===== src/rtl/fifo_wr_arbiter_if.sv =====
// Write-side bundle between NUM_REQ requesters, the arbiter and the FIFO write port.
// Optional stall_cnt is present only when FIFO_WR_ARB_STATS_EN is defined.
interface fifo_wr_arbiter_if #(
    parameter int NUM_REQ    = 4,
    parameter int FIFO_WIDTH = 64
);
    logic [NUM_REQ-1:0]            req;
    logic [NUM_REQ*FIFO_WIDTH-1:0] req_data;
    logic [NUM_REQ-1:0]            req_last;
    logic [NUM_REQ-1:0]            gnt;
    logic                          fifo_full;
    logic                          wr_en;
    logic [FIFO_WIDTH-1:0]         wr_data;
    logic [$clog2(NUM_REQ)-1:0]    owner_id;
    logic                          busy;
`ifdef FIFO_WR_ARB_STATS_EN
    logic [15:0]                   stall_cnt;
`endif

    modport master (
        output req, req_data, req_last, fifo_full,
        input  gnt, wr_en, wr_data, owner_id, busy
`ifdef FIFO_WR_ARB_STATS_EN
        , input stall_cnt
`endif
    );

    modport slave (
        input  req, req_data, req_last, fifo_full,
        output gnt, wr_en, wr_data, owner_id, busy
`ifdef FIFO_WR_ARB_STATS_EN
        , output stall_cnt
`endif
    );
endinterface


===== src/rtl/fifo_wr_arbiter.sv =====
// Round-robin, packet-aware arbiter sharing one FIFO write port; FIFO_WR_ARB_STATS_EN adds stall_cnt.
// Latency: one IDLE arbitration cycle per burst, then zero-latency gnt/wr_en/wr_data from the owner.
// Backpressure: fifo_full freezes the burst (no gnt, no wr_en, beat count held) without losing ownership.
module fifo_wr_arbiter #(
    parameter int NUM_REQ    = 4,
    parameter int FIFO_WIDTH = 64,
    parameter int MAX_BURST  = 4
) (
    input  logic             wrclk,
    input  logic             wrst_n,
    fifo_wr_arbiter_if.slave bus
);
    localparam int IDW = $clog2(NUM_REQ);
    localparam int CW  = $clog2(MAX_BURST + 1);

    typedef enum logic {
        IDLE  = 1'b0,
        BURST = 1'b1
    } state_t;

    state_t          state, state_nxt;
    logic [IDW-1:0]  rr_ptr;
    logic [IDW-1:0]  owner_id;
    logic [IDW-1:0]  win_idx;
    logic            win_vld;
    logic [CW-1:0]   beat_cnt;
    logic            own_req;
    logic            own_last;
    logic            accept;
    logic            release_burst;

    // Scan downward so the lowest offset from rr_ptr+1 is the last (winning) assignment.
    always_comb begin
        win_vld = 1'b0;
        win_idx = '0;
        for (int i = NUM_REQ; i >= 1; i--) begin
            if (bus.req[(int'(rr_ptr) + i) % NUM_REQ]) begin
                win_vld = 1'b1;
                win_idx = IDW'((int'(rr_ptr) + i) % NUM_REQ);
            end
        end
    end

    assign own_req  = bus.req[owner_id];
    assign own_last = bus.req_last[owner_id];
    assign accept   = (state == BURST) && own_req && !bus.fifo_full;

    // A withdrawn req only counts when not full; under full the owner keeps its slot.
    assign release_burst = (state == BURST) &&
                           ((accept && (own_last || (beat_cnt == CW'(MAX_BURST - 1)))) ||
                            (!own_req && !bus.fifo_full));

    always_ff @(posedge wrclk or negedge wrst_n) begin
        if (!wrst_n) state <= IDLE;
        else         state <= state_nxt;
    end

    always_comb begin
        state_nxt    = state;
        bus.gnt      = '0;
        bus.wr_en    = 1'b0;
        bus.wr_data  = bus.req_data[int'(owner_id)*FIFO_WIDTH +: FIFO_WIDTH];
        bus.busy     = (state == BURST);
        bus.owner_id = owner_id;
        case (state)
            IDLE: begin
                if (win_vld) state_nxt = BURST;
            end
            BURST: begin
                if (accept) begin
                    bus.gnt[owner_id] = 1'b1;
                    bus.wr_en         = 1'b1;
                end
                if (release_burst) state_nxt = IDLE;
            end
            default: state_nxt = IDLE;
        endcase
    end

    always_ff @(posedge wrclk or negedge wrst_n) begin
        if (!wrst_n) begin
            owner_id <= '0;
            rr_ptr   <= IDW'(NUM_REQ - 1);
            beat_cnt <= '0;
        end else if (state == IDLE) begin
            if (win_vld) begin
                owner_id <= win_idx;
                beat_cnt <= '0;
            end
        end else begin
            if (accept)        beat_cnt <= beat_cnt + CW'(1);
            if (release_burst) rr_ptr   <= owner_id;
        end
    end

`ifdef FIFO_WR_ARB_STATS_EN
    logic [15:0] stall_cnt;

    always_ff @(posedge wrclk or negedge wrst_n) begin
        if (!wrst_n)
            stall_cnt <= '0;
        else if ((state == BURST) && own_req && bus.fifo_full && (stall_cnt != 16'hFFFF))
            stall_cnt <= stall_cnt + 16'd1;
    end

    assign bus.stall_cnt = stall_cnt;
`endif
endmodule


===== src/flat_wrapper.sv =====
// flat-port wrapper written by rule: the top's interface ports become plain ports
module fifo_wr_arbiter_flat 
#(
    parameter int NUM_REQ    = 4,
    parameter int FIFO_WIDTH = 64,
    parameter int MAX_BURST  = 4
)
  (wrclk, wrst_n, bus_req, bus_req_data, bus_req_last, bus_fifo_full, bus_gnt, bus_wr_en, bus_wr_data, bus_owner_id, bus_busy);
  fifo_wr_arbiter_if #(.NUM_REQ(NUM_REQ), .FIFO_WIDTH(FIFO_WIDTH)) bus_i ();
  input  logic wrclk;
  input  logic wrst_n;
  input wire logic [$bits(bus_i.req)-1:0] bus_req;
  input wire logic [$bits(bus_i.req_data)-1:0] bus_req_data;
  input wire logic [$bits(bus_i.req_last)-1:0] bus_req_last;
  input wire logic [$bits(bus_i.fifo_full)-1:0] bus_fifo_full;
  output wire logic [$bits(bus_i.gnt)-1:0] bus_gnt;
  output wire logic [$bits(bus_i.wr_en)-1:0] bus_wr_en;
  output wire logic [$bits(bus_i.wr_data)-1:0] bus_wr_data;
  output wire logic [$bits(bus_i.owner_id)-1:0] bus_owner_id;
  output wire logic [$bits(bus_i.busy)-1:0] bus_busy;
  assign bus_i.req = bus_req;
  assign bus_i.req_data = bus_req_data;
  assign bus_i.req_last = bus_req_last;
  assign bus_i.fifo_full = bus_fifo_full;
  assign bus_gnt = bus_i.gnt;
  assign bus_wr_en = bus_i.wr_en;
  assign bus_wr_data = bus_i.wr_data;
  assign bus_owner_id = bus_i.owner_id;
  assign bus_busy = bus_i.busy;
  fifo_wr_arbiter #(.NUM_REQ(NUM_REQ), .FIFO_WIDTH(FIFO_WIDTH), .MAX_BURST(MAX_BURST)) u_core (.wrclk(wrclk), .wrst_n(wrst_n), .bus(bus_i));
endmodule

===== config.mk =====
export PLATFORM = sky130hd
export DESIGN_NAME = fifo_wr_arbiter_flat
export DESIGN_NICKNAME = d
export VERILOG_FILES = /design/src/rtl/fifo_wr_arbiter_if.sv /design/src/rtl/fifo_wr_arbiter.sv /design/src/flat_wrapper.sv
export SDC_FILE = /design/constraint.sdc
export NUM_CORES = 1
export LEC_CHECK = 0
export CORE_AREA = 2 2 130 132
export CTS_CLUSTER_DIAMETER = 40
export DETAILED_ROUTE_END_ITERATION = 6
export DIE_AREA = 0 0 132 134
export SYNTH_ARGS = -nofsm -noshare
export SYNTH_HDL_FRONTEND = slang
export SYNTH_SLANG_ARGS = --single-unit
export TNS_END_PERCENT = 50

===== constraint.sdc =====
create_clock -name wrclk -period 1.8 [get_ports wrclk]
set_clock_uncertainty 0.05 [all_clocks]
set_input_delay 0.27 -clock wrclk [delete_from_list [all_inputs] [get_ports wrclk]]
set_output_delay 0.27 -clock wrclk [all_outputs]
set_load 0.1 [all_outputs]

Yosys cells after proc, flatten, opt, wreduce, memory -nomap -nowiden
Cells that the tools add are included.

storage, ports and cells
  memory bits (read-only) = 0
  bits of input ports = 267
  memories kept = 0
  latch bits = 0
  register bits = 8
  output and inout port bits = 72
  bits in writable memories = 0

cells by class
  div/mod/pow operators = 0
  equal/unequal tests = 2
  multiply operators = 0
  bitwise gates (word level) = 5
  shift-type cells = 1
  $add $sub $neg = 5
  muxes and demuxes = 36
  magnitude comparators = 6
  reductions and logical operators = 18

operator list
  cell                 number
  $shiftx 256x9->64    1
  $mux 1               19
  $lt 3x4->1 const B   4
  $bmux 1 s2           6
  $mux 3               3
  $mux 2               4
  $mux 4               2
  $reduce_or 2->1      4
  $logic_and 1x1->1    6
  $reduce_and 2->1     3
  $add 2x1->2 const B  2
  $add 2x2->2 const B  2
  $and 1x1->1 const A  4
  $add 3x1->3 const B  1
  $eq 3x2->1 const B   1
  $lt 2x3->1 const B   1
  $demux 1 s2          1
  $ge 2x1->1 const B   1
  $logic_not 1->1      2
  $logic_or 1x1->1     2
  $ne 2x2->1 const B   1
  $pmux 1 s2           1
  $reduce_bool 2->1    1
  $not 1->1            1

Longest topological paths before layout
Gate-level depths: netlist (run 1).

  depth after elaboration = 12
  gate-level depth with buffers = 6
  mapped depth without buffers = 6

Least setup slack after synthesis (run 1)
No wires, ideal clock.

  kind = register to output
  from = register u_core.owner_id[1] (netlist: u_core.bus.owner_id[1])
  to = output bus_gnt[0]
  path buffers = 2
  cell stages (with the launch flop) = 4
  slack = -2,914 ps
  data arrival time = 4,394 ps
  cells stage by stage = dfrtp_1 -> buf_2 -> buf_1 -> nor4b_1

on the way
  word-level cells in the longest chain between the ends = 6

RTL lines
  element                                                                   line                                          source
  start, declared                                                           fifo_wr_arbiter.sv:23                         logic [IDW-1:0] owner_id;
  start signal, assigned                                                    fifo_wr_arbiter.sv:87                         owner_id <= win_idx;
  $lt 2x3->1 (not written as such), or another cell as far along            fifo_wr_arbiter.sv:71                         bus.gnt[owner_id] = 1'b1;
  $logic_and 1x1->1 (not written as such) / $mux 1 (equally long branches)  fifo_wr_arbiter.sv:71, fifo_wr_arbiter.sv:44
  $mux 1 (not written as such) / $logic_and 1x1->1 (equally long branches)  fifo_wr_arbiter.sv:71, fifo_wr_arbiter.sv:46
  $demux 1 s2 / $logic_and 1x1->1 (equally long branches)                   n/a
  $mux 4 *                                                                  fifo_wr_arbiter.sv:70                         if (accept) begin
  $mux 4 *                                                                  fifo_wr_arbiter.sv:65                         case (state)
  end, declared                                                             flat_wrapper.sv:16                            output wire logic [$bits(bus_i.gnt)-1:0] bus_gnt;

Mark *: on every way between the ends. The rest lies on a longest branch, timed or not. The select of a mux whose other input is x is not followed.

Final worst setup path (run 1)
  from = register u_core.owner_id[0] (netlist: u_core.bus.owner_id[0])
  to = output bus_wr_data[52]

on the way
  word-level cells in the longest chain between the ends = 1

RTL lines
  element            line                   source
  $shiftx 256x9->64  fifo_wr_arbiter.sv:62  bus.wr_data = bus.req_data[int'(owner_id)*FIFO_WIDTH +: FIFO_WIDTH];
  end, declared      flat_wrapper.sv:18     output wire logic [$bits(bus_i.wr_data)-1:0] bus_wr_data;

Every way passes these cells.

==> results of run 1 <==
==> routing by layer <==
layer  wire, µm  vias to the layer above
met4        271                        2
met3       1180                       21
met2       7880                      164
li1           -                     1367
met1       6430                     1514
met5         13                        -
==> power by group <==
part	switching [mW]	leakage (nW)	internal, mW	total, mW
clock	0.103	0.0382	0.297	0.400
combinational	8.45	2.55	5.73	14.2
sequential	0.152	0.0926	0.298	0.450
total	8.71	2.68	6.32	15.0
==> cells in the mapped netlist (2+ instances only) <==
cell / number
buf_4: 2
inv_1: 5
dfstp_2: 2
nand2b_1: 2
dfrtp_1: 6
mux2i_1: 3
o21ai_0: 4
mux2_1: 2
nor2b_1: 2
clkbuf_1: 6
mux4_2: 65
buf_1: 3
nor2_1: 3
nand3_1: 4
buf_2: 6
ha_1: 2
o22ai_1: 2
a21oi_1: 3
nand2_1: 7
==> stage by stage <==
stage	utilization, %	cells	hold WS (ns)	power, mW	area, µm²
2_1_floorplan	-	139	-0.0756	9.00	2150
3_3_place_gp	41.4	711	0.430	14.3	6740
3_5_place_dp	41.4	711	0.442	14.4	6740
4_1_cts	42.5	723	0.292	15.1	6930
5_1_grt	42.6	725	0.309	15.4	6950
6_report	42.6	725	0.277	15.0	6950
==> registers in the layout, indices dropped and copies added, names as in the netlist <==
register / cells
u_core.bus.busy: 1
u_core.beat_cnt: 3
u_core.bus.owner_id: 2
u_core.rr_ptr: 2
==> area by class of cell <==
type / instances / share of cell area (%)
clock buffer: 4 / 1.13
tap: 220 / 3.96
sequential: 8 / 3.08
inverter: 5 / 0.270
multi-input combinational: 108 / 26.2
timing repair buffer: 380 / 65.4
==> kinds of logic after synthesis <==
group,count (synthesis),share of synthesized area [%]
muxes,70,73.6
adders and majority gates,2,1.21
AOI/OAI and AO/OA,13,4.37
and+or+nand+nor,23,5.65
buffers and inverters,23,5.29
DFF,8,9.84
==> how the worst max path moves through the flow <==
stage	slack, ns	endpoint	depth (start not counted)
after floorplan	-0.54	bus_gnt[0]	3
after CTS	-0.31	bus_wr_data[52]	4
after global placement	-0.10	bus_wr_en	5
after global routing	-0.33	bus_wr_data[52]	4
after detailed placement	-0.11	bus_wr_en	5
final	-0.29	bus_wr_data[52]	4
==> timing repair <==
| item | in CTS | in global routing |
|---|---|---|
| setup buffers | 8 | 2 |
| pin swaps | 1 | 1 |
| setup endpoints to repair | 71 | 70 |
| resized for setup | 10 | 1 |
==> flow_summary_export.csv, run 1 <==
group,metric,value,unit
cells_and_area,finalNetCount,775,
power,power_density,2160,nW/µm²
clock_tree,clock_path_buffers,2,
drt,wire_per_inst,21.8,µm
sta,worst_pin_slew,0.398,ns
clock_tree,cts_root_buffer,"clkbuf_16",
logic_synthesis,synth_area,2060,µm²
cells_and_area,layout_common_cells,"266 x clkdlybuf4s50_1, 80 x buf_12, 65 x mux4_2",
drt,routed_wirelength,15800,µm
setup_path,slowest_stage,"mux4_2",
setup_path,crit_family,"multiplexers",
setup_path,path_cells,"buf_12, buf_12, mux4_2, buf_12",
drt,dr.pass1.iters,4,
setup_path,cpPeakStageDelay,0.56,ns
setup_path,ff2ff_path_depth,5,
sta,timing.final.ws_setup,-0.288,ns
clock_tree,cts.clk_slew.worst_paths,0.04,ns
setup_path,regToRegStartpoint,"u_core.bus.owner_id[0]",
logic_synthesis,syn-num-nets,408,
drt,vias,3068,
placement,place_congestion,0.922,
global_routing,grt_pass1_vias,3374,
global_routing,grt_util_all_layers,17.0,%
clock_tree,hold_buffers,0,
logic_synthesis,ys_seq_area_share,9.84,%
cells_and_area,drive_gt1_share,39.4,%
setup_path,required,1.48,ns
logic_synthesis,syn_avg_cell_area,14.8,µm²
logic_synthesis,synth_edf_count,0,
cells_and_area,layout_commonest_cell,"clkdlybuf4s50_1",
setup_path,reg2reg_setup_slack,-0.08,ns
placement,hpwlAfterDp,13700,µm
sta,setup_tns,-16.25,ns
logic_synthesis,synth-async-reset-ratio,100,%
setup_path,cp-start-kind,"register",
floorplan,die_width,132,µm
setup_path,critPathLaunch,"u_core.bus.owner_id[0]",
cells_and_area,seq_area,214,µm²
placement,pre_cts_slack,-0.107,ns
sta,slew_violations,0,
logic_synthesis,syn_inst,139,
floorplan,start_util,12.6,%
power,ir_drop,1.35,mV
cells_and_area,fillers,1464,
setup_path,arrival,1.77,ns
cells_and_area,area_growth,237,%
sta,fmax,0.479,GHz
logic_synthesis,synth_top_cell_by_area,"mux4_2",
clock_tree,htree_levels,1,
floorplan,dieArea,17700,µm²
logic_synthesis,synth_cell_types,29,
floorplan,die_h,134,µm
logic_synthesis,netlist_top_cells_area,"mux4_2 71%, dfrtp_1 7.3%, dfstp_2 2.6%, buf_2 1.5%, mux2i_1 1.5%",
global_routing,busiest_layer,"met2",
global_routing,met1_usage,21.8,%
cells_and_area,multi_input_area,1820,µm²
drt,vias_per_cell,4.23,
cells_and_area,antenna_cells,0,
floorplan,core_area,16300,µm²
setup_path,reg2reg_to,"u_core.rr_ptr[1]",
global_routing,grt_max_degree,35,
min_path,hp-class,"input pin to asynchronous set/reset pin",
sta,hold_violations,0,
placement,port-buffer-count,338,
sta,period_share,116,%
logic_synthesis,synth_top_area_share,71.1,%
floorplan,num_rows,47,
drt,ant_nets,0,
run,drv_cap,0,
drt,drt_iter0_markers,143,
logic_synthesis,synth.ff_latch_count,8,
global_routing,use_met2,29.2,%
global_routing,grt_overflow,0,
global_routing,grt_use_met3,3.97,%
setup_path,criticalPathCategory,"register to output port",
clock_tree,numClockSinks,8,
power,p_leak,2.68,nW
outcome,status,"finished with violations",
setup_path,crit_buf_inv,3,
sta,rsz0062_at_grt,"yes",
outcome,violations,"negative setup slack",
clock_tree,clk_latency,0.24,ns
logic_synthesis,yosysWarningCount,0,
clock_tree,cts_buffers,3,
sta,setup_viol,69,
setup_path,crit_path_max_fanout,14,
drt,drc_errors,0,
sta,fin_crit,2.09,ns
global_routing,antenna_found_initial,1,
setup_path,end_kind,"output port",
logic_synthesis,synth_flop_cell,"dfrtp_1",
sta,max-slew-margin-rel,73.4,%
floorplan,io_pins,339,
clock_tree,tritoncts,"built",
global_routing,grt_pass1_wl,22600,µm
setup_path,crit_top_cell,"buf_12",
No activity file was read; power rests on OpenSTA's default activity.
==> run 2: changes to the inputs <==
==> constraint.sdc (replaced) <==
create_clock -name wrclk -period 1.8 [get_ports wrclk]
set_clock_uncertainty 0.05 [all_clocks]
set_input_delay 0.36 -clock wrclk [delete_from_list [all_inputs] [get_ports wrclk]]
set_output_delay 0.36 -clock wrclk [all_outputs]
set_load 0.1 [all_outputs]
==> run 2 against run 1 <==
Register-to-register slack worse by 0.03 ns; worst setup slack worse by 0.054 ns; count of clock-buffer cells in the layout unchanged; first-iteration DRC count down 36%; die area unchanged; cell area down 0.29%; largest cell class unchanged; the flow still finishes with violations (negative setup slack); critical endpoint is now bus_wr_data[8]; via count up 0.91%.
==> flow_summary_export.csv, run 2 (synthesized netlist as in run 1, its figures left out) <==
group,metric,value,unit
outcome,status,"finished with violations",
outcome,violations,"negative setup slack",
clock_tree,clock_path_buffers,2,
global_routing,busiest_layer,"met2",
clock_tree,tritoncts,"built",
setup_path,required,1.39,ns
min_path,hp-class,"input pin to asynchronous set/reset pin",
drt,routed_wirelength,16400,µm
placement,dp.cells,716,
cells_and_area,finalNetCount,772,
run,drv_cap,0,
setup_path,cp-start-kind,"register",
sta,fmax,0.467,GHz
drt,drt_iter0_markers,92,
sta,hold_violations,0,
setup_path,end_kind,"output port",
floorplan,io_pins,339,
cells_and_area,drive_gt1_share,39.6,%
floorplan,die_width,132,µm
drt,ant_nets,0,
global_routing,grt_pass1_wl,23100,µm
power,ir_drop,1.04,mV
power,p_leak,2.66,nW
global_routing,grt_overflow,0,
global_routing,grt_use_met3,4.31,%
clock_tree,numClockSinks,8,
cells_and_area,area_growth,236,%
clock_tree,clk_latency,0.24,ns
cells_and_area,antenna_cells,0,
drt,vias,3096,
sta,period_share,119,%
floorplan,core_area,16300,µm²
sta,fin_crit,2.14,ns
cells_and_area,layout_common_cells,"266 x clkdlybuf4s50_1, 81 x buf_12, 65 x mux4_2",
placement,port-buffer-count,338,
global_routing,antenna_found_initial,1,
cells_and_area,largest_register_ff_count,3,
sta,worst_pin_slew,0.361,ns
cells_and_area,post-route-util,42.5,%
sta,slew_violations,0,
clock_tree,hold_buffers,0,
floorplan,die_h,134,µm
placement,hpwlAfterDp,14600,µm
sta,rsz0062_at_grt,"yes",
drt,vias_per_cell,4.29,
clock_tree,cts_buffers,3,
cells_and_area,reg_top3,"u_core.beat_cnt: 3 flops, u_core.bus.owner_id: 2 flops, u_core.rr_ptr: 2 flops",
power,power_density,2170,nW/µm²
setup_path,criticalPathCategory,"register to output port",
clock_tree,cts_root_buffer,"clkbuf_16",
placement,place_congestion,0.984,
cells_and_area,fillers,1521,
floorplan,dieArea,17700,µm²
global_routing,use_met2,30.0,%
drt,wire_per_inst,22.7,µm
clock_tree,htree_levels,1,
cells_and_area,layout_commonest_cell,"clkdlybuf4s50_1",
setup_path,crit_path_max_fanout,12,
floorplan,num_rows,47,
drt,drc_errors,0,
global_routing,met1_usage,22.6,%
global_routing,grt_util_all_layers,17.5,%
global_routing,grt_pass1_vias,3374,
setup_path,arrival,1.73,ns
sta,max-slew-margin-rel,75.9,%
floorplan,start_util,12.6,%
sta,setup_viol,70,
sta,timing.final.ws_setup,-0.342,ns
clock_tree,cts.clk_slew.worst_paths,0.04,ns
cells_and_area,fin_cells,722,
global_routing,grt_max_degree,25,
drt,dr.pass1.iters,4,
placement,pre_cts_slack,-0.295,ns
cells_and_area,regMostFlops,"u_core.beat_cnt",
run 2: cell count changes in the layout (fill, tap and decap cells not counted), sizes merged:
cell,delta
buf,-3
run 2: path summary, 6_finish.rpt:
check | from | to | slack (ns) | depth (start not counted)
setup / recovery | u_core.bus.owner_id[0] | bus_wr_data[8] | -0.34 | 4
hold / removal | wrst_n | u_core.bus.busy | 0.35 | 1
setup reg to reg | u_core.bus.owner_id[0] | u_core.rr_ptr[1] | -0.11 | 5
hold reg to reg | u_core.beat_cnt[1] | u_core.beat_cnt[1] | 0.45 | 2
max in group asynchronous | wrst_n | u_core.rr_ptr[1] | 1.04 | 1
min in group wrclk | u_core.beat_cnt[1] | u_core.beat_cnt[1] | 0.45 | 2
run 2: layout make-up:
class	instances	area (µm²)	share of cell area [%]
Timing Repair Buffer	377	4520	65.2
Multi-Input combinational cell	108	1820	26.3
Tap cell	220	275	3.97
Sequential cell	8	214	3.09
Clock buffer	4	78.8	1.14
Inverter	5	18.8	0.271
run 2: routing by layer:
metal | share of wire [%] | up-vias
li1 | - | 1353
met1 | 41 | 1534
met2 | 50 | 187
met3 | 7.4 | 20
met4 | 1.7 | 2
met5 | 0.079 | -
run 2: report_power, final:
| part | internal [mW] | switching (mW) | total [mW] |
|---|---|---|---|
| combinational | 5.70 | 8.47 | 14.2 |
| clock | 0.296 | 0.0935 | 0.389 |
| sequential | 0.299 | 0.150 | 0.448 |
run 2: metrics by stage:
step	hold WS (ns)	setup TNS [ns]	power, mW	area (µm²)
6_report	0.355	-21.02	15.0	6930
5_1_grt	0.375	-23.94	15.4	6930
4_1_cts	0.363	-22.20	15.1	6910
3_5_place_dp	0.442	-7.58	14.6	6800
3_3_place_gp	0.432	-7.17	14.5	6800
2_1_floorplan	0.0144	-32.81	9.00	2150
run 2: timing repair:
action / 4_1_cts / 5_1_grt
resized for setup: 7 / 3
buffers inserted: 1 / 1
setup endpoints to repair: 71 / 71
cloned: 0 / 0
pin swaps: 1 / 2
run 2: critical path: stages, from the launching register on:
cell and delay (ns):
dfrtp_4 0.43, buf_12 0.16, buf_12 0.14, mux4_2 0.56, buf_12 0.20
